## config.mk

```make
export PLATFORM = sky130hd
export DESIGN_NAME = ws2812b_frame_driver_flat
export DESIGN_NICKNAME = d
export VERILOG_FILES = /design/src/rtl/ws2812b_pkg.sv /design/src/rtl/ws2812b_frame_driver_if.sv /design/src/rtl/ws2812b_bit_encoder.sv /design/src/rtl/ws2812b_frame_driver.sv /design/src/flat_wrapper.sv
export SDC_FILE = /design/constraint.sdc
export NUM_CORES = 1
export LEC_CHECK = 0
export CAP_MARGIN = 30
export CORE_MARGIN = 5
export CORE_UTILIZATION = 53
export DETAILED_ROUTE_END_ITERATION = 16
export PLACE_DENSITY = 0.76
export SLEW_MARGIN = 20
export SYNTH_ARGS = -nofsm -noshare
export SYNTH_HDL_FRONTEND = slang
export SYNTH_SLANG_ARGS = --single-unit
```

## constraint.sdc

```tcl
create_clock -name clk -period 2.1 [get_ports clk]
set_clock_uncertainty 0.15 [all_clocks]
set_input_delay 0.315 -clock clk [delete_from_list [all_inputs] [get_ports clk]]
set_output_delay 0.315 -clock clk [all_outputs]
set_load 0.02 [all_outputs]
```

## src/rtl/ws2812b_pkg.sv

```systemverilog
// Shared types and 100 MHz timing defaults for the WS2812B frame driver.
package ws2812b_pkg;

    localparam int GRB_WIDTH = 24;
    localparam int T0H_DEF   = 40;
    localparam int T1H_DEF   = 80;
    localparam int TBIT_DEF  = 125;
    localparam int TRST_DEF  = 30000;

    typedef enum logic [2:0] {
        IDLE,
        PREFETCH,
        LOAD,
        SEND,
        LATCH
    } state_t;

    function automatic int cnt_width(input int a, input int b);
        return $clog2(((a > b) ? a : b) + 1);
    endfunction

endpackage

```

## src/rtl/ws2812b_frame_driver_if.sv

```systemverilog
// Control handshake, framebuffer read port and strip data line.
interface ws2812b_frame_driver_if #(
    parameter int ADDR_WIDTH = 8
);
    import ws2812b_pkg::*;

    logic                  start;
    logic                  busy;
    logic                  frame_done;
    logic                  rd_en;
    logic [ADDR_WIDTH-1:0] rd_addr;
    logic [GRB_WIDTH-1:0]  rd_data;
    logic                  led_dout;

    modport master (
        input  start,
        input  rd_data,
        output busy,
        output frame_done,
        output rd_en,
        output rd_addr,
        output led_dout
    );

    modport slave (
        output start,
        output rd_data,
        input  busy,
        input  frame_done,
        input  rd_en,
        input  rd_addr,
        input  led_dout
    );

endinterface

```

## src/rtl/ws2812b_bit_encoder.sv

```systemverilog
// One WS2812B bit slot: high for T0H/T1H cycles, low to TBIT_CYC.
module ws2812b_bit_encoder #(
    parameter int T0H_CYC  = 40,
    parameter int T1H_CYC  = 80,
    parameter int TBIT_CYC = 125
) (
    input  logic clk,
    input  logic resetn,
    input  logic bit_start,
    input  logic bit_val,
    output logic bit_last,
    output logic dout
);

    localparam int CW = $clog2(TBIT_CYC + 1);
    localparam logic [CW-1:0] LAST = CW'(TBIT_CYC - 1);
    localparam logic [CW-1:0] TH0  = CW'(T0H_CYC);
    localparam logic [CW-1:0] TH1  = CW'(T1H_CYC);

    logic          active_q, active_d;
    logic          val_q, val_d;
    logic          dout_d;
    logic [CW-1:0] cnt_q, cnt_d, cnt_inc;

    assign cnt_inc  = cnt_q + CW'(1);
    assign bit_last = active_q && (cnt_q == LAST);

    // Output is registered so the pin never glitches on counter compares.
    always_comb begin
        active_d = active_q;
        val_d    = val_q;
        cnt_d    = cnt_q;
        dout_d   = dout;
        if (bit_start) begin
            active_d = 1'b1;
            val_d    = bit_val;
            cnt_d    = '0;
            dout_d   = 1'b1;
        end else if (bit_last) begin
            active_d = 1'b0;
            cnt_d    = '0;
            dout_d   = 1'b0;
        end else if (active_q) begin
            cnt_d  = cnt_inc;
            dout_d = cnt_inc < (val_q ? TH1 : TH0);
        end
    end

    always_ff @(posedge clk or negedge resetn) begin
        if (!resetn) begin
            active_q <= 1'b0;
            val_q    <= 1'b0;
            cnt_q    <= '0;
            dout     <= 1'b0;
        end else begin
            active_q <= active_d;
            val_q    <= val_d;
            cnt_q    <= cnt_d;
            dout     <= dout_d;
        end
    end

endmodule

```

## src/rtl/ws2812b_frame_driver.sv

```systemverilog
// Streams NUM_LEDS GRB words from the framebuffer onto a WS2812B line.
// Define WS2812B_AUTO_REFRESH_EN to repeat frames continuously.
module ws2812b_frame_driver
    import ws2812b_pkg::*;
#(
    parameter int NUM_LEDS   = 10,
    parameter int ADDR_WIDTH = 8,
    parameter int T0H_CYC    = T0H_DEF,
    parameter int T1H_CYC    = T1H_DEF,
    parameter int TBIT_CYC   = TBIT_DEF,
    parameter int TRST_CYC   = TRST_DEF
) (
    input logic clk,
    input logic resetn,
    ws2812b_frame_driver_if.master bus
);

    localparam int PW = ADDR_WIDTH + 1;
    localparam int CW = cnt_width(TBIT_CYC, TRST_CYC);
    localparam int BW = $clog2(GRB_WIDTH);
    localparam logic [PW-1:0] LAST_PIX   = PW'(NUM_LEDS - 1);
    localparam logic [CW-1:0] LATCH_LAST = CW'(TRST_CYC - 1);
    localparam logic [BW-1:0] MSB_IDX    = BW'(GRB_WIDTH - 1);

    state_t state_q, state_d;

    logic [GRB_WIDTH-1:0]  shift_q, shift_d;
    logic [GRB_WIDTH-1:0]  next_q, next_d;
    logic [BW-1:0]         bit_idx_q, bit_idx_d;
    logic [PW-1:0]         pix_q, pix_d, pix_inc;
    logic [CW-1:0]         cnt_q, cnt_d;
    logic                  rd_en_q, rd_en_d;
    logic                  rd_pend_q;
    logic [ADDR_WIDTH-1:0] rd_addr_q, rd_addr_d;
    logic                  bit_start, bit_val, bit_last;
    logic                  led, frame_done, more_pix;

    assign pix_inc  = pix_q + PW'(1);
    assign more_pix = pix_q != LAST_PIX;

    always_comb begin
        state_d    = state_q;
        shift_d    = shift_q;
        next_d     = rd_pend_q ? bus.rd_data : next_q;
        bit_idx_d  = bit_idx_q;
        pix_d      = pix_q;
        cnt_d      = cnt_q;
        rd_en_d    = 1'b0;
        rd_addr_d  = rd_addr_q;
        bit_start  = 1'b0;
        bit_val    = shift_q[GRB_WIDTH-1];
        frame_done = 1'b0;
        unique case (state_q)
            IDLE: begin
                if (bus.start) begin
                    rd_en_d   = 1'b1;
                    rd_addr_d = '0;
                    pix_d     = '0;
                    state_d   = PREFETCH;
                end
            end
            PREFETCH: state_d = LOAD;
            LOAD: begin
                shift_d   = bus.rd_data;
                bit_idx_d = MSB_IDX;
                bit_start = 1'b1;
                bit_val   = bus.rd_data[GRB_WIDTH-1];
                state_d   = SEND;
            end
            SEND: begin
                if (bit_last) begin
                    if (bit_idx_q != '0) begin
                        shift_d   = shift_q << 1;
                        bit_idx_d = bit_idx_q - BW'(1);
                        bit_start = 1'b1;
                        bit_val   = shift_q[GRB_WIDTH-2];
                        // Fetch the next pixel while its predecessor's last bit runs.
                        if (bit_idx_q == BW'(1) && more_pix) begin
                            rd_en_d   = 1'b1;
                            rd_addr_d = ADDR_WIDTH'(pix_inc);
                        end
                    end else if (more_pix) begin
                        shift_d   = next_q;
                        bit_idx_d = MSB_IDX;
                        pix_d     = pix_inc;
                        bit_start = 1'b1;
                        bit_val   = next_q[GRB_WIDTH-1];
                    end else begin
                        cnt_d   = '0;
                        state_d = LATCH;
                    end
                end
            end
            LATCH: begin
                cnt_d = cnt_q + CW'(1);
                if (cnt_q == LATCH_LAST) begin
                    frame_done = 1'b1;
                    cnt_d      = '0;
`ifdef WS2812B_AUTO_REFRESH_EN
                    rd_en_d    = 1'b1;
                    rd_addr_d  = '0;
                    pix_d      = '0;
                    state_d    = PREFETCH;
`else
                    state_d    = IDLE;
`endif
                end
            end
            default: state_d = IDLE;
        endcase
    end

    always_ff @(posedge clk or negedge resetn) begin
        if (!resetn) begin
            state_q   <= IDLE;
            shift_q   <= '0;
            next_q    <= '0;
            bit_idx_q <= '0;
            pix_q     <= '0;
            cnt_q     <= '0;
            rd_en_q   <= 1'b0;
            rd_pend_q <= 1'b0;
            rd_addr_q <= '0;
        end else begin
            state_q   <= state_d;
            shift_q   <= shift_d;
            next_q    <= next_d;
            bit_idx_q <= bit_idx_d;
            pix_q     <= pix_d;
            cnt_q     <= cnt_d;
            rd_en_q   <= rd_en_d;
            rd_pend_q <= rd_en_q;
            rd_addr_q <= rd_addr_d;
        end
    end

    ws2812b_bit_encoder #(
        .T0H_CYC  (T0H_CYC),
        .T1H_CYC  (T1H_CYC),
        .TBIT_CYC (TBIT_CYC)
    ) u_enc (
        .clk       (clk),
        .resetn    (resetn),
        .bit_start (bit_start),
        .bit_val   (bit_val),
        .bit_last  (bit_last),
        .dout      (led)
    );

    assign bus.busy       = state_q != IDLE;
    assign bus.frame_done = frame_done;
    assign bus.rd_en      = rd_en_q;
    assign bus.rd_addr    = rd_addr_q;
    assign bus.led_dout   = led;

endmodule

```

## src/flat_wrapper.sv

```systemverilog
// flat-port wrapper written by rule: the top's interface ports become plain ports
module ws2812b_frame_driver_flat import ws2812b_pkg::*;
#(
    parameter int NUM_LEDS   = 10,
    parameter int ADDR_WIDTH = 8,
    parameter int T0H_CYC    = T0H_DEF,
    parameter int T1H_CYC    = T1H_DEF,
    parameter int TBIT_CYC   = TBIT_DEF,
    parameter int TRST_CYC   = TRST_DEF
)
  (clk, resetn, bus_start, bus_rd_data, bus_busy, bus_frame_done, bus_rd_en, bus_rd_addr, bus_led_dout);
  ws2812b_frame_driver_if #(.ADDR_WIDTH(ADDR_WIDTH)) bus_i ();
  input logic clk;
  input logic resetn;
  input wire logic [$bits(bus_i.start)-1:0] bus_start;
  input wire logic [$bits(bus_i.rd_data)-1:0] bus_rd_data;
  output wire logic [$bits(bus_i.busy)-1:0] bus_busy;
  output wire logic [$bits(bus_i.frame_done)-1:0] bus_frame_done;
  output wire logic [$bits(bus_i.rd_en)-1:0] bus_rd_en;
  output wire logic [$bits(bus_i.rd_addr)-1:0] bus_rd_addr;
  output wire logic [$bits(bus_i.led_dout)-1:0] bus_led_dout;
  assign bus_i.start = bus_start;
  assign bus_i.rd_data = bus_rd_data;
  assign bus_busy = bus_i.busy;
  assign bus_frame_done = bus_i.frame_done;
  assign bus_rd_en = bus_i.rd_en;
  assign bus_rd_addr = bus_i.rd_addr;
  assign bus_led_dout = bus_i.led_dout;
  ws2812b_frame_driver #(.NUM_LEDS(NUM_LEDS), .ADDR_WIDTH(ADDR_WIDTH), .T0H_CYC(T0H_CYC), .T1H_CYC(T1H_CYC), .TBIT_CYC(TBIT_CYC), .TRST_CYC(TRST_CYC)) u_core (.clk(clk), .resetn(resetn), .bus(bus_i));
endmodule
```

After elaboration in Yosys (flattened, before gate mapping)
Index checks and enable logic that the tools add are counted.

Latch bits: 0. ROM bits: 0. Memories kept: 0. RAM bits: 0. Flip-flop bits (word level): 100. Output and inout port bits: 12.

Shifts and indexed selects: 0. Add/subtract/negate cells: 4. Eq/ne operators: 17. $mul: 0. Div/mod/pow operators: 0. Multiplexer cells: 53. Reduce and logical (&&, ||, !) cells: 15. $lt $le $gt $ge: 1. Bitwise operators: 0.

Operators with widths (number): $mux W24 (3); $mux W15 (4); $pmux W24 S2 (1); $mux W9 (4); $mux W8 (4); $pmux W15 S2 (1); $mux W7 (4); $pmux W9 S2 (1); $mux W1 (17); $pmux W8 S2 (1); $add A15 B1 Y15 const B (1); $eq A15 B15 Y1 const B (1); $mux W3 (5); $mux W5 (3); $pmux W3 S5 (1); $reduce_and A5 Y1 (3); $ne A2 B1 Y1 const B (5); $pmux W5 S2 (1); $add A9 B1 Y9 const B (1); $ne A9 B4 Y1 const B (1); $reduce_bool A2 Y1 (4); $add A7 B1 Y7 const B (1); $eq A7 B7 Y1 const B (1); $lt A7 B7 Y1 (1); 14 further kinds (21).

Longest topological paths before layout
Gate-level depths: netlist of the first run.

Word-level depth: 6. Mapped depth: 9.

Hierarchy
Synthesis of the first run repeated with hierarchy kept, for this count alone.

Cell total of the unflattened synthesis: 534. Area, all modules: 5152.4 um^2.

By module, submodules not included: ws2812b_frame_driver (cells each 466, area an instance 4500.6 um^2, sequential area each 2252.2 um^2, instances 1); ws2812b_bit_encoder (cells each 68, area an instance 651.9 um^2, sequential area each 250.2 um^2, instances 1).

Least setup slack after synthesis of the first run
OpenSTA, ideal clock, no wires.

Kind: flip-flop to flip-flop. Start point: register u_core.bit_idx_q[0]. End point: register u_core.cnt_q[11]. Required time: 1824 ps. Path buffers: 0. Setup time: 126 ps. Arrival time: 1862 ps. Cell stages (with the launch flop): 7. Path slack: -38 ps. Period minus slack after synthesis: 2138 ps. Cells stage by stage: dfrtp_1 inv_1 ha_1 or4b_4 nor3_4 o2bb2ai_2 a221o_1.

Cells in the longest elaborated chain, start to end: 3.

Ends and longest elaborated chain: start: declaration (RTL line ws2812b_frame_driver.sv:29) `logic [BW-1:0] bit_idx_q, bit_idx_d;`; start signal: assignment (RTL line ws2812b_frame_driver.sv:128) `bit_idx_q <= bit_idx_d;`; $reduce_bool A5 Y1 (RTL line ws2812b_frame_driver.sv:72) `if (bit_idx_q != '0) begin`; $ne A2 B2 Y1 (no source line); $reduce_and A4 Y1 (no source line); end signal: assignment (RTL line ws2812b_frame_driver.sv:130) `cnt_q <= cnt_d;`; end: declaration (RTL line ws2812b_frame_driver.sv:31) `logic [CW-1:0] cnt_q, cnt_d;`.

Every way passes these cells. A chain may end at the register's enable or synchronous reset.

Final worst setup path of the first run
Start point: register u_core.bit_idx_q[0]. End point: register u_core.pix_q[1].

Cells in the longest elaborated chain, start to end: 3.

Ends and longest elaborated chain: $reduce_bool A5 Y1 (RTL line ws2812b_frame_driver.sv:72); $ne A2 B2 Y1 (no source line); $reduce_and A5 Y1 (no source line); end signal: assignment (RTL line ws2812b_frame_driver.sv:129) `pix_q <= pix_d;`; end: declaration (RTL line ws2812b_frame_driver.sv:30) `logic [PW-1:0] pix_q, pix_d, pix_inc;`.

Every way passes these cells.

==> results by group, run 1 <==
Logic synthesis
  • Post-synth ARST share: 1.00
  • Top_reg_cell synth: dfrtp_1
  • Mapped Area: 5130 um2
  • Post-Synthesis Mean Instance Area: 9.81 um2
  • Distinct cell type count after synthesis: 63
  • Cells after Synth: 523
  • Sequential fraction of the synthesis area: 0.483
  • Post-synth EDFFs: 0
  • Synth Net Count: 561
  • Yosys Warn Count: 0
  • #FFs+latches synth: 99

Outcome
  • Failing checks: negative setup slack
  • Status: finished, violations left

Final layout
  • # diodes: 0
  • # nets final: 645
  • P&R area growth vs syn: 27.5%
  • Utilization after layout: 0.682
  • Fin area: 6540 um2
  • Layout cells sized above 1: 0.258
  • Filler cells: 712
  • Finished Layout Cells: 745

Detailed routing
  • Routed len/inst: 15.8 um
  • Initial DRT Pass Iterations: 6
  • Vias per cell: 5.83
  • Vias: 4346
  • Iter 0 DRT Violations: 273
  • Antenna-violating nets left: 0
  • DRC: 0
  • Total wire length: 11800 um

Power
  • Switching portion of total power: 0.294
  • Leak Pwr: 2.95 nW
  • Combinational share of power: 0.181
  • Design Power: 4.46 mW
  • Part of the power in the clock network: 0.298
  • Reg power frac: 0.520
  • Pwr/cell area: 681 nW/um2
  • P_sw: 1.31 mW
  • Cell-internal power: 3.14 mW
  • VDD IR max: 0.376 mV

STA
  • Relative slew slack: 0.728
  • Final setup viols: 2
  • RSZ-0062 raised after global routing: true
  • Final setup TNS: -0.0573 ns
  • Worst-margin pin slew: 0.407 ns
  • Max Slew Vio Count: 0
  • Setup ws final: -0.0391 ns
  • Hold Violations, Final: 0
  • Final worst-path cycle share: 1.02
  • Fin Hold WS: 0.157 ns
  • Max Freq: 467 MHz
  • Final worst path period need: 2.14 ns

Place
  • Placed instance area: 5970 um2
  • Detailed Place HPWL: 7530 um
  • Routability cong.: 0.836
  • Dpl cells: 716
  • Port Buffers: 38
  • Place WS: -0.0773 ns

Floorplanning
  • Rows: 36
  • Die X: 108 um
  • DIE AREA: 11700 um2
  • Height of the die: 108 um
  • IO Pins: 39
  • Initial core utilization: 0.535
  • Core footprint: 9590 um2

Global routing
  • Antenna violations before repair: 0
  • Grt ovf: 0
  • Number of global-route vias before repair: 4192
  • First-pass GRT wire length: 19600 um
  • Pin count of the biggest net entering global routing: 53
  • Total GRT Usage: 0.206

CTS
  • Worst-path clk slew: 0.11 ns
  • Clk sinks: 99
  • Clock buffer depth: 2
  • Clock Latency Late Sink: 0.36 ns
  • CTS Buf Count: 9
  • CTS tree: built
  • Root buffer cell: clkbuf_8
  • CTS H-tree depth: 3

Worst setup path
  • Critical path cell sequence: inv_2 > ha_4 > or4b_4 > nor3_4 > buf_6 > a31oi_4 > mux2_2
  • Worst R2R End: u_core.pix_q[1]$_DFFE_PN0P_
  • Reg2reg setup slack: -0.04 ns
  • Worst R2R Path Depth: 7
  • CP startpoint kind: flop
  • Worst-path fanout max: 5
  • WP data required: 2.20 ns
  • CP Capture Type: flop
  • Critical path arrival: 2.24 ns
  • Slowest stage delay, CP: 0.49 ns
  • Slowest cell on the critical path: or4b_4
  • Crit path kind: flop to flop
  • Critical path's top delay family: simple AND/OR/NAND/NOR gates
  • FF-to-FF Start: u_core.bit_idx_q[0]$_DFFE_PN0P_
  • Buffers and inverters on the worst path: 2

Flow run
  • MaxCap Viol Count: 0

Hold path
  • Worst Hold Class: input port to async pin
## cell usage after synthesis, drive strengths merged (2+ instances only)
cell / instances / area [um2]
nor4b: 2 / 32.5
o21ai: 21 / 105
nor3b: 2 / 20.0
a21o: 2 / 15.0
mux2: 29 / 327
nand2: 98 / 368
o31ai: 9 / 67.6
a222oi: 5 / 50.1
clkbuf: 17 / 65.1
a31oi: 8 / 71.3
o21a: 2 / 15.0
a221o: 3 / 30.0
a22oi: 4 / 30.0
nor2: 57 / 214
mux2i: 4 / 40.0
nand2b: 2 / 12.5
nand3: 13 / 65.1
a31o: 3 / 26.3
xnor2: 6 / 52.6
ha: 11 / 138
and3: 12 / 75.1
nand3b: 3 / 22.5
dfrtp: 99 / 2480
a21oi: 15 / 75.1
xor2: 4 / 35.0
or3: 4 / 25.0
o22a: 2 / 17.5
buf: 14 / 91.3
inv: 13 / 48.8
a311o: 17 / 170
nor4: 3 / 46.3
nor3: 12 / 71.3
and2: 2 / 12.5
nand4: 9 / 71.3
## power by group through the flow
stage | Sequential, mW | Clock, mW | Combinational [mW]
finish | 2.32 | 1.33 | 0.809
global route | 2.35 | 1.43 | 0.907
CTS | 2.30 | 1.35 | 0.746
detailed placement | 2.34 | 0 | 0.736
global placement | 2.32 | 0 | 0.699
floorplan | 2.32 | 0 | 0.434
## final cells by class
| class | count | area [um2] | share of cell area |
|---|---|---|---|
| Inverter | 14 | 52.6 | 0.00803 |
| Tap cell | 133 | 166 | 0.0254 |
| Clock inverter | 6 | 76.3 | 0.0117 |
| Timing Repair Buffer | 103 | 970 | 0.148 |
| Multi-Input combinational cell | 380 | 2660 | 0.406 |
| Clock buffer | 10 | 138 | 0.0210 |
| Sequential cell | 99 | 2480 | 0.379 |
## placed cells by master, fill, tap and decap left out, types with 4 or more instances in the layout
cell             Yosys  routed
buf_12               0       5
buf_6                3       4
dfrtp_1             99      97
clkdlybuf4s50_1      0      35
a311o_1             17      17
and3_1              12      10
xnor2_1              6       5
or3_1                4       4
nand2_1             98      97
a22oi_1              4       4
a21oi_1             15      12
mux2_2              29      29
clkbuf_8             0      10
inv_1               12      10
o21ai_0             17       9
mux2i_1              4       4
a31oi_4              1       4
nor2_1              57      55
o21ai_1              4      11
a31oi_1              6       5
buf_4                2      55
nor3_1              11      10
o31ai_1              9       6
nand3_1             13      10
nand4_1              8       8
a222oi_1             5       5
xor2_1               4       4
ha_1                11       7
## flip-flops by register name (all words and copies together) (netlist names)
register and count:
u_core.rd_pend_q 1, u_core.u_enc.active_q 1, u_core.state_q 3, u_core.next_q 24, u_core.u_enc.val_q 1, u_core.shift_q 23
u_core.pix_q 9, u_core.u_enc.cnt_q 7, u_core.u_enc.dout 1, u_core.cnt_q 15, u_core.bus.rd_addr 8, u_core.bit_idx_q 5
u_core.bus.rd_en 1
## routing by layer
layer	wire, um	global-route usage	part of all wire	up-vias
met1	5080	0.276	0.43	2155
met5	0	0	0	-
met3	484	0.0334	0.041	27
met2	5930	0.343	0.50	124
li1	-	-	-	2040
met4	295	0.0649	0.025	0
## cell families after synthesis
logic type	Yosys count	synth area share
compound gates	100	0.147
mux	33	0.0715
xor+xnor	10	0.0171
simple gates	225	0.214
flops	99	0.483
fa+ha+maj	11	0.0268
buf+inv	45	0.0407
## what timing repair did
action                                  4_1_cts  5_1_grt
hold buffers                                  1        0
buffers inserted                              0       12
pin swaps                                     5       17
hold endpoints to repair                     99        0
cloned                                        2        0
gates resized for setup                      15       47
endpoints found under the setup margin       28       68
## how the worst max path moves through the flow
stage | start | endpoint | slack, ns | cells after the start
6_report | u_core.bit_idx_q[0]$_DFFE_PN0P_ | u_core.pix_q[1]$_DFFE_PN0P_ | -0.04 | 7
5_1_grt | u_core.bit_idx_q[0]$_DFFE_PN0P_ | u_core.pix_q[1]$_DFFE_PN0P_ | -0.08 | 7
4_1_cts | u_core.bit_idx_q[0]$_DFFE_PN0P_ | u_core.pix_q[1]$_DFFE_PN0P_ | -0.03 | 7
3_5_place_dp | u_core.bit_idx_q[0]$_DFFE_PN0P_ | u_core.pix_q[3]$_DFFE_PN0P_ | -0.08 | 8
3_3_place_gp | u_core.bit_idx_q[0]$_DFFE_PN0P_ | u_core.pix_q[1]$_DFFE_PN0P_ | -0.02 | 7
2_1_floorplan | u_core.bit_idx_q[0]$_DFFE_PN0P_ | u_core.cnt_q[11]$_DFFE_PN0P_ | -0.04 | 6
Note: power is estimated with default switching activity, not from simulation.
==> run 2, diff against run 1 <==
--- a/config.mk
+++ b/config.mk
@@ -9,7 +9,7 @@
 export CORE_MARGIN = 5
 export CORE_UTILIZATION = 53
 export DETAILED_ROUTE_END_ITERATION = 16
-export PLACE_DENSITY = 0.76
+export PLACE_DENSITY = 0.79
 export SLEW_MARGIN = 20
 export SYNTH_ARGS = -nofsm -noshare
 export SYNTH_HDL_FRONTEND = slang
==> run 2 against run 1 <==
The flow still finishes with violations (negative setup slack). Critical path depth unchanged. Routed wire length is 6.7% higher. Global-route usage rose by 1.3 points. Combinational power decreased by 5.2%. Non-clock buffer count down 3. First-iteration DRC count is 32% higher. Clock-buffer cell count rose by 1. Final area fell by 1.9%. Sequential share of layout area rose by 0.79 points. Sequential cell count is the same. Largest cell class unchanged.
==> results by group, run 2 (synthesis gave the netlist of run 1 again) <==
Detailed routing
  • Initial DRT Pass Iterations: 7 (was 6)
  • DRC: 0 (unchanged)
  • Vias: 4367 (was 4346)
  • Routed len/inst: 16.9 um (was 15.8 um)
  • Vias per cell: 5.88 (was 5.83)
  • Antenna-violating nets left: 0 (unchanged)
  • Total wire length: 12600 um (was 11800 um)
  • Iter 0 DRT Violations: 359 (was 273)

Global routing
  • Antenna violations before repair: 0 (unchanged)
  • First-pass GRT wire length: 20500 um (was 19600 um)
  • Number of global-route vias before repair: 4431 (was 4192)
  • Pin count of the biggest net entering global routing: 43 (was 53)
  • Grt ovf: 0 (unchanged)
  • Total GRT Usage: 0.218 (was 0.206)

Final layout
  • Top reg by flops: u_core.next_q (unchanged)
  • P&R area growth vs syn: 25.1% (was 27.5%)
  • Commonest non-fill, non-tap cell in the layout: nand2_1
  • Largest register FFs: 24 (unchanged)
  • Regs by FF count: u_core.next_q x24, u_core.shift_q x23, u_core.cnt_q x15 (unchanged)
  • # nets final: 643 (was 645)
  • Commonest non-fill, non-tap cells in the layout: nand2_1 (96), dfrtp_1 (94), nor2_1 (54), buf_4 (53), clkdlybuf4s50_1 (35) (was nand2_1 (97), dfrtp_1 (97), nor2_1 (55), buf_4 (55), clkdlybuf4s50_1 (35))
  • Layout cells sized above 1: 0.252 (was 0.258)
  • # diodes: 0 (unchanged)

CTS
  • Root buffer cell: clkbuf_8 (unchanged)
  • Clock Latency Late Sink: 0.38 ns (was 0.36 ns)
  • Clk sinks: 99 (unchanged)
  • CTS tree: built (unchanged)
  • Worst-path clk slew: 0.09 ns (was 0.11 ns)
  • CTS H-tree depth: 3 (unchanged)
  • CTS Buf Count: 9 (unchanged)
  • Clock buffer depth: 2 (unchanged)

Worst setup path
  • Slowest stage delay, CP: 0.50 ns (was 0.49 ns)
  • Reg2reg setup slack: -0.11 ns (was -0.04 ns)
  • WP data required: 2.22 ns (was 2.20 ns)
  • Worst R2R End: u_core.pix_q[1]$_DFFE_PN0P_ (unchanged)
  • Critical path arrival: 2.33 ns (was 2.24 ns)
  • FF-to-FF Start: u_core.bit_idx_q[0]$_DFFE_PN0P_ (unchanged)
  • Critical path destination: u_core.pix_q[1]$_DFFE_PN0P_ (unchanged)
  • CP startpoint kind: flop (unchanged)
  • Crit path depth: 7 (unchanged)
  • Worst setup startpoint: u_core.bit_idx_q[0]$_DFFE_PN0P_ (unchanged)
  • Worst-path fanout max: 5 (unchanged)
  • Crit path kind: flop to flop (unchanged)
  • CP Capture Type: flop (unchanged)
  • Slowest cell on the critical path: or4b_4 (unchanged)
  • Buffers and inverters on the worst path: 2 (unchanged)
  • Critical path cell sequence: inv_2 > ha_4 > or4b_4 > nor3_4 > buf_6 > a31oi_4 > mux2_4 (was inv_2 > ha_4 > or4b_4 > nor3_4 > buf_6 > a31oi_4 > mux2_2)
  • Worst R2R Path Depth: 7 (unchanged)
  • Critical path's top delay family: simple AND/OR/NAND/NOR gates (unchanged)

STA
  • Final worst-path cycle share: 1.05 (was 1.02)
  • Relative slew slack: 0.671 (was 0.728)
  • Setup ws final: -0.115 ns (was -0.0391 ns)
  • RSZ-0062 raised after global routing: true (unchanged)
  • Max Freq: 452 MHz (was 467 MHz)
  • Final setup viols: 20 (was 2)
  • Final worst path period need: 2.21 ns (was 2.14 ns)
  • Hold Violations, Final: 0 (unchanged)
  • Worst-margin pin slew: 0.494 ns (was 0.407 ns)
  • Max Slew Vio Count: 0 (unchanged)
  • Fin Hold WS: 0.256 ns (was 0.157 ns)

Place
  • Routability cong.: 0.852 (was 0.836)
  • Port Buffers: 38 (unchanged)
  • Detailed Place HPWL: 7890 um (was 7530 um)

Floorplanning
  • IO Pins: 39 (unchanged)
  • Initial core utilization: 0.535 (unchanged)
  • Core footprint: 9590 um2 (unchanged)
  • Die X: 108 um (unchanged)
  • Height of the die: 108 um (unchanged)
  • DIE AREA: 11700 um2 (unchanged)
  • Rows: 36 (unchanged)

Power
  • VDD IR max: 0.376 mV (about the same)
  • Combinational share of power: 0.174 (was 0.181)
  • Cell-internal power: 3.14 mW (about the same)
  • Design Power: 4.41 mW (was 4.46 mW)
  • Switching portion of total power: 0.288 (was 0.294)
  • P_sw: 1.27 mW (was 1.31 mW)
  • Pwr/cell area: 687 nW/um2 (was 681 nW/um2)
  • Part of the power in the clock network: 0.298 (about the same)
  • Reg power frac: 0.528 (was 0.520)
  • Leak Pwr: 2.91 nW (was 2.95 nW)

Flow run
  • MaxCap Viol Count: 0 (unchanged)

Hold path
  • Hold depth: 0
  • Worst Hold Class: flop to flop (was input port to async pin)

Outcome
  • Failing checks: negative setup slack (unchanged)
  • Status: finished, violations left (unchanged)
run 2: worst min-delay path by stage:
stage / from / to / slack (ns)
after CTS: u_core.bus.rd_en$_DFF_PN0_ / u_core.rd_pend_q$_DFF_PN0_ / 0.26
after detailed placement: resetn / u_core.next_q[20]$_DFFE_PN0P_ / 0.17
after floorplan: resetn / u_core.bit_idx_q[0]$_DFFE_PN0P_ / -0.13
after global placement: resetn / u_core.next_q[20]$_DFFE_PN0P_ / 0.16
after global routing: u_core.bus.rd_en$_DFF_PN0_ / u_core.rd_pend_q$_DFF_PN0_ / 0.27
final: u_core.bus.rd_en$_DFF_PN0_ / u_core.rd_pend_q$_DFF_PN0_ / 0.26
run 2: worst register-to-register path, cell delays in order (launching register included):
cell and delay [ns]:
dfrtp_1 0.41, inv_2 0.09, ha_4 0.14, or4b_4 0.50, nor3_4 0.21, buf_6 0.16, a31oi_4 0.12, mux2_4 0.33
run 2: power by group through the flow:
stage               Clock [mW]  Combinational [mW]  Sequential (mW)
finish                    1.32               0.767             2.33
global route              1.42               0.870             2.35
global placement             0               0.671             2.33
CTS                       1.33               0.750             2.31
floorplan                    0               0.434             2.32
detailed placement           0               0.713             2.35
run 2: per-stage QoR:
step	cells	utilization	instance area, um2	TNS [ns]	worst slack (ns)
floorplan	523	-	5130	-0.125	-0.0380
global placement	712	0.618	5930	-0.0401	-0.0144
detailed placement	712	0.618	5930	-1.88	-0.139
CTS	735	0.653	6270	-0.0522	-0.0446
global route	743	0.669	6420	-3.24	-0.157
finish	743	0.669	6420	-1.08	-0.115
run 2: final cells by class:
class	count	area [um2]
flip-flops and latches	99	2480
clock buffers	11	151
clock inverters	5	60.1
multi-input cells	381	2610
repair buffers	100	896
fillers	721	3180
inverters	14	52.6
well taps	133	166
run 2: metal layers:
metal / GRT usage / vias to the layer above / part of all wire
met1: 0.278 / 2188 / 0.43
met5: 0 / - / 0
met4: 0.0694 / 0 / 0.016
met3: 0.0472 / 25 / 0.038
li1: - / 2041 / -
met2: 0.373 / 113 / 0.52
run 2: repair_timing:
action                     4_1_cts  5_1_grt
hold endpoints to repair        33        0
resized for setup               23       33
cloned                           1        2
pin swaps                        5        9
setup endpoints to repair       49       59
buffers inserted                 5        6
hold buffers                     1        0
==> run 3, diff against run 2 <==
--- a/config.mk
+++ b/config.mk
@@ -6,10 +6,10 @@
 export NUM_CORES = 1
 export LEC_CHECK = 0
 export CAP_MARGIN = 30
-export CORE_MARGIN = 5
-export CORE_UTILIZATION = 53
+export CORE_MARGIN = 4
+export CORE_UTILIZATION = 59
 export DETAILED_ROUTE_END_ITERATION = 16
-export PLACE_DENSITY = 0.79
+export PLACE_DENSITY = 0.83
 export SLEW_MARGIN = 20
 export SYNTH_ARGS = -nofsm -noshare
 export SYNTH_HDL_FRONTEND = slang
==> constraint.sdc (replaced) <==
create_clock -name clk -period 2.05 [get_ports clk]
set_clock_uncertainty 0.15 [all_clocks]
set_input_delay 0.3075 -clock clk [delete_from_list [all_inputs] [get_ports clk]]
set_output_delay 0.3075 -clock clk [all_outputs]
set_load 0.02 [all_outputs]
==> run 3 against run 2 <==
The flow still finishes with violations (negative setup slack). Final area grew 6.8%. Sequential cell count is the same. Critical path type unchanged. Fmax shrank 3.0%. Largest cell class unchanged. Critical endpoint is now u_core.bus.rd_addr[7]$_DFFE_PN0P_. Clock power is essentially flat. Cell count shrank 0.94%.
==> results by group, run 3 (synthesis gave the netlist of run 1 again) <==
Worst setup path
  • Critical path arrival: 2.41 ns (was 2.33 ns)
  • Slowest stage delay, CP: 0.39 ns (was 0.50 ns)
  • CP startpoint kind: flop (unchanged)
  • Most common cell on crit path: inv_2
  • Slowest cell on the critical path: dfrtp_1 (was or4b_4)
  • Worst R2R Path Depth: 9 (was 7)
  • FF-to-FF Start: u_core.bit_idx_q[0]$_DFFE_PN0P_ (unchanged)
  • CP Capture Type: flop (unchanged)
  • Worst R2R End: u_core.bus.rd_addr[7]$_DFFE_PN0P_ (was u_core.pix_q[1]$_DFFE_PN0P_)
  • Buffers and inverters on the worst path: 4 (was 2)
  • Crit path kind: flop to flop (unchanged)
  • WP data required: 2.17 ns (was 2.22 ns)
  • Worst-path fanout max: 4 (was 5)
  • Critical path cell sequence: inv_2 > ha_4 > buf_6 > nor4b_4 > buf_4 > nor4_4 > a31oi_4 > inv_2 > mux2_4 (was inv_2 > ha_4 > or4b_4 > nor3_4 > buf_6 > a31oi_4 > mux2_4)
  • Critical path's top delay family: simple AND/OR/NAND/NOR gates (unchanged)
  • Reg2reg setup slack: -0.23 ns (was -0.11 ns)

Final layout
  • Commonest non-fill, non-tap cells in the layout: dfrtp_1 (98), nand2_1 (73), buf_4 (64), nor2_1 (51), clkdlybuf4s50_1 (35) (was nand2_1 (96), dfrtp_1 (94), nor2_1 (54), buf_4 (53), clkdlybuf4s50_1 (35))
  • # diodes: 0 (unchanged)
  • Fin area: 6860 um2 (was 6420 um2)
  • Finished Layout Cells: 736 (was 743)
  • Layout cells sized above 1: 0.325 (was 0.252)
  • Regs by FF count: u_core.next_q x24, u_core.shift_q x23, u_core.cnt_q x15 (unchanged)
  • Top reg by flops: u_core.next_q (unchanged)
  • P&R area growth vs syn: 33.7% (was 25.1%)
  • Largest register FFs: 24 (unchanged)
  • Commonest non-fill, non-tap cell in the layout: dfrtp_1 (was nand2_1)
  • # nets final: 664 (was 643)

Floorplanning
  • Core footprint: 8340 um2 (was 9590 um2)
  • Die X: 101 um (was 108 um)
  • IO Pins: 39 (unchanged)
  • DIE AREA: 10300 um2 (was 11700 um2)
  • Rows: 33 (was 36)
  • Height of the die: 101 um (was 108 um)
  • Initial core utilization: 0.615 (was 0.535)

Detailed routing
  • Initial DRT Pass Iterations: 6 (was 7)
  • Routed len/inst: 20.3 um (was 16.9 um)
  • Vias per cell: 6.43 (was 5.88)
  • DRC: 0 (unchanged)
  • Vias: 4732 (was 4367)
  • Total wire length: 14900 um (was 12600 um)
  • Iter 0 DRT Violations: 453 (was 359)
  • Antenna-violating nets left: 0 (unchanged)

Hold path
  • Worst Hold Class: input port to async pin (was flop to flop)

STA
  • Worst-margin pin slew: 0.490 ns (was 0.494 ns)
  • Relative slew slack: 0.671 (about the same)
  • Final worst-path cycle share: 1.11 (was 1.05)
  • Max Freq: 438 MHz (was 452 MHz)
  • Final worst path period need: 2.28 ns (was 2.21 ns)
  • Max Slew Vio Count: 0 (unchanged)
  • Hold Violations, Final: 0 (unchanged)
  • Final setup viols: 61 (was 20)
  • RSZ-0062 raised after global routing: true (unchanged)
  • Setup ws final: -0.234 ns (was -0.115 ns)

Global routing
  • Number of global-route vias before repair: 4376 (was 4431)
  • Total GRT Usage: 0.252 (was 0.218)
  • First-pass GRT wire length: 20700 um (was 20500 um)
  • Grt ovf: 0 (unchanged)
  • Antenna violations before repair: 0 (unchanged)
  • Pin count of the biggest net entering global routing: 39 (was 43)

Power
  • Leak Pwr: 3.10 nW (was 2.91 nW)
  • Pwr/cell area: 677 nW/um2 (was 687 nW/um2)
  • Design Power: 4.64 mW (was 4.41 mW)
  • VDD IR max: 0.462 mV (was 0.376 mV)

CTS
  • CTS Buf Count: 9 (unchanged)
  • Clk sinks: 99 (unchanged)
  • CTS H-tree depth: 3 (unchanged)
  • CTS tree: built (unchanged)
  • Worst-path clk slew: 0.11 ns (was 0.09 ns)
  • Clock buffer depth: 2 (unchanged)
  • Clock Latency Late Sink: 0.38 ns (about the same)
  • Root buffer cell: clkbuf_8 (unchanged)

Outcome
  • Failing checks: negative setup slack (unchanged)
  • Status: finished, violations left (unchanged)

Place
  • Dpl cells: 693 (was 712)
  • Placed instance area: 5960 um2 (was 5930 um2)
  • Detailed Place HPWL: 7950 um (was 7890 um)
  • Routability cong.: 0.883 (was 0.852)
  • Port Buffers: 38 (unchanged)

Flow run
  • MaxCap Viol Count: 0 (unchanged)
==> run 3: final cells by class <==
cell class                      instances  area [um2]
Multi-Input combinational cell        381        2850
Sequential cell                        99        2480
Fill cell                             418        1480
Timing Repair Buffer                  121        1140
Tap cell                              105         131
Clock buffer                           10         128
Clock inverter                          6        71.3
Inverter                               14        52.6
==> run 3: how the worst max path moves through the flow <==
stage                                        end  slack [ns]  depth (start not counted)                            start
6_report       u_core.bus.rd_addr[7]$_DFFE_PN0P_       -0.23                          9  u_core.bit_idx_q[0]$_DFFE_PN0P_
5_1_grt           u_core.shift_q[13]$_DFFE_PN0P_       -0.33                          9  u_core.bit_idx_q[1]$_DFFE_PN0P_
4_1_cts              u_core.pix_q[7]$_DFFE_PN0P_       -0.14                          7  u_core.bit_idx_q[0]$_DFFE_PN0P_
3_5_place_dp         u_core.cnt_q[9]$_DFFE_PN0P_       -0.15                          8  u_core.bit_idx_q[1]$_DFFE_PN0P_
3_3_place_gp         u_core.pix_q[1]$_DFFE_PN0P_       -0.08                          7  u_core.bit_idx_q[0]$_DFFE_PN0P_
2_1_floorplan       u_core.cnt_q[11]$_DFFE_PN0P_       -0.09                          6  u_core.bit_idx_q[0]$_DFFE_PN0P_
==> run 3: power by group <==
| group | switching [mW] | internal, mW |
|---|---|---|
| Sequential | 0.212 | 2.19 |
| Combinational | 0.463 | 0.456 |
| Clock | 0.745 | 0.579 |
==> run 3: per-layer routing <==
| layer | GRT usage | part of all wire | wire length, um |
|---|---|---|---|
| met2 | 0.414 | 0.50 | 7470 |
| met1 | 0.330 | 0.39 | 5790 |
| met3 | 0.0461 | 0.070 | 1040 |
| met4 | 0.102 | 0.042 | 623 |
| met5 | 0 | 0 | 0 |
==> run 3: stage by stage <==
stage	utilization	setup TNS, ns	worst slack [ns]	hold slack [ns]
floorplan	-	-0.704	-0.0880	-0.138
global placement	0.715	-1.20	-0.0769	0.0966
detailed placement	0.715	-5.13	-0.149	0.102
CTS	0.762	-1.70	-0.140	0.239
global route	0.822	-8.65	-0.328	0.249
finish	0.822	-4.62	-0.234	0.224
==> run 3: what timing repair did <==
| action | CTS | global route |
|---|---|---|
| pin swaps | 15 | 44 |
| gates resized for setup | 28 | 82 |
| setup buffers | 5 | 14 |
| setup endpoints to repair | 60 | 68 |
| endpoints found under the hold margin | 24 | 0 |
| cloned | 2 | 5 |
| hold buffers | 1 | 0 |
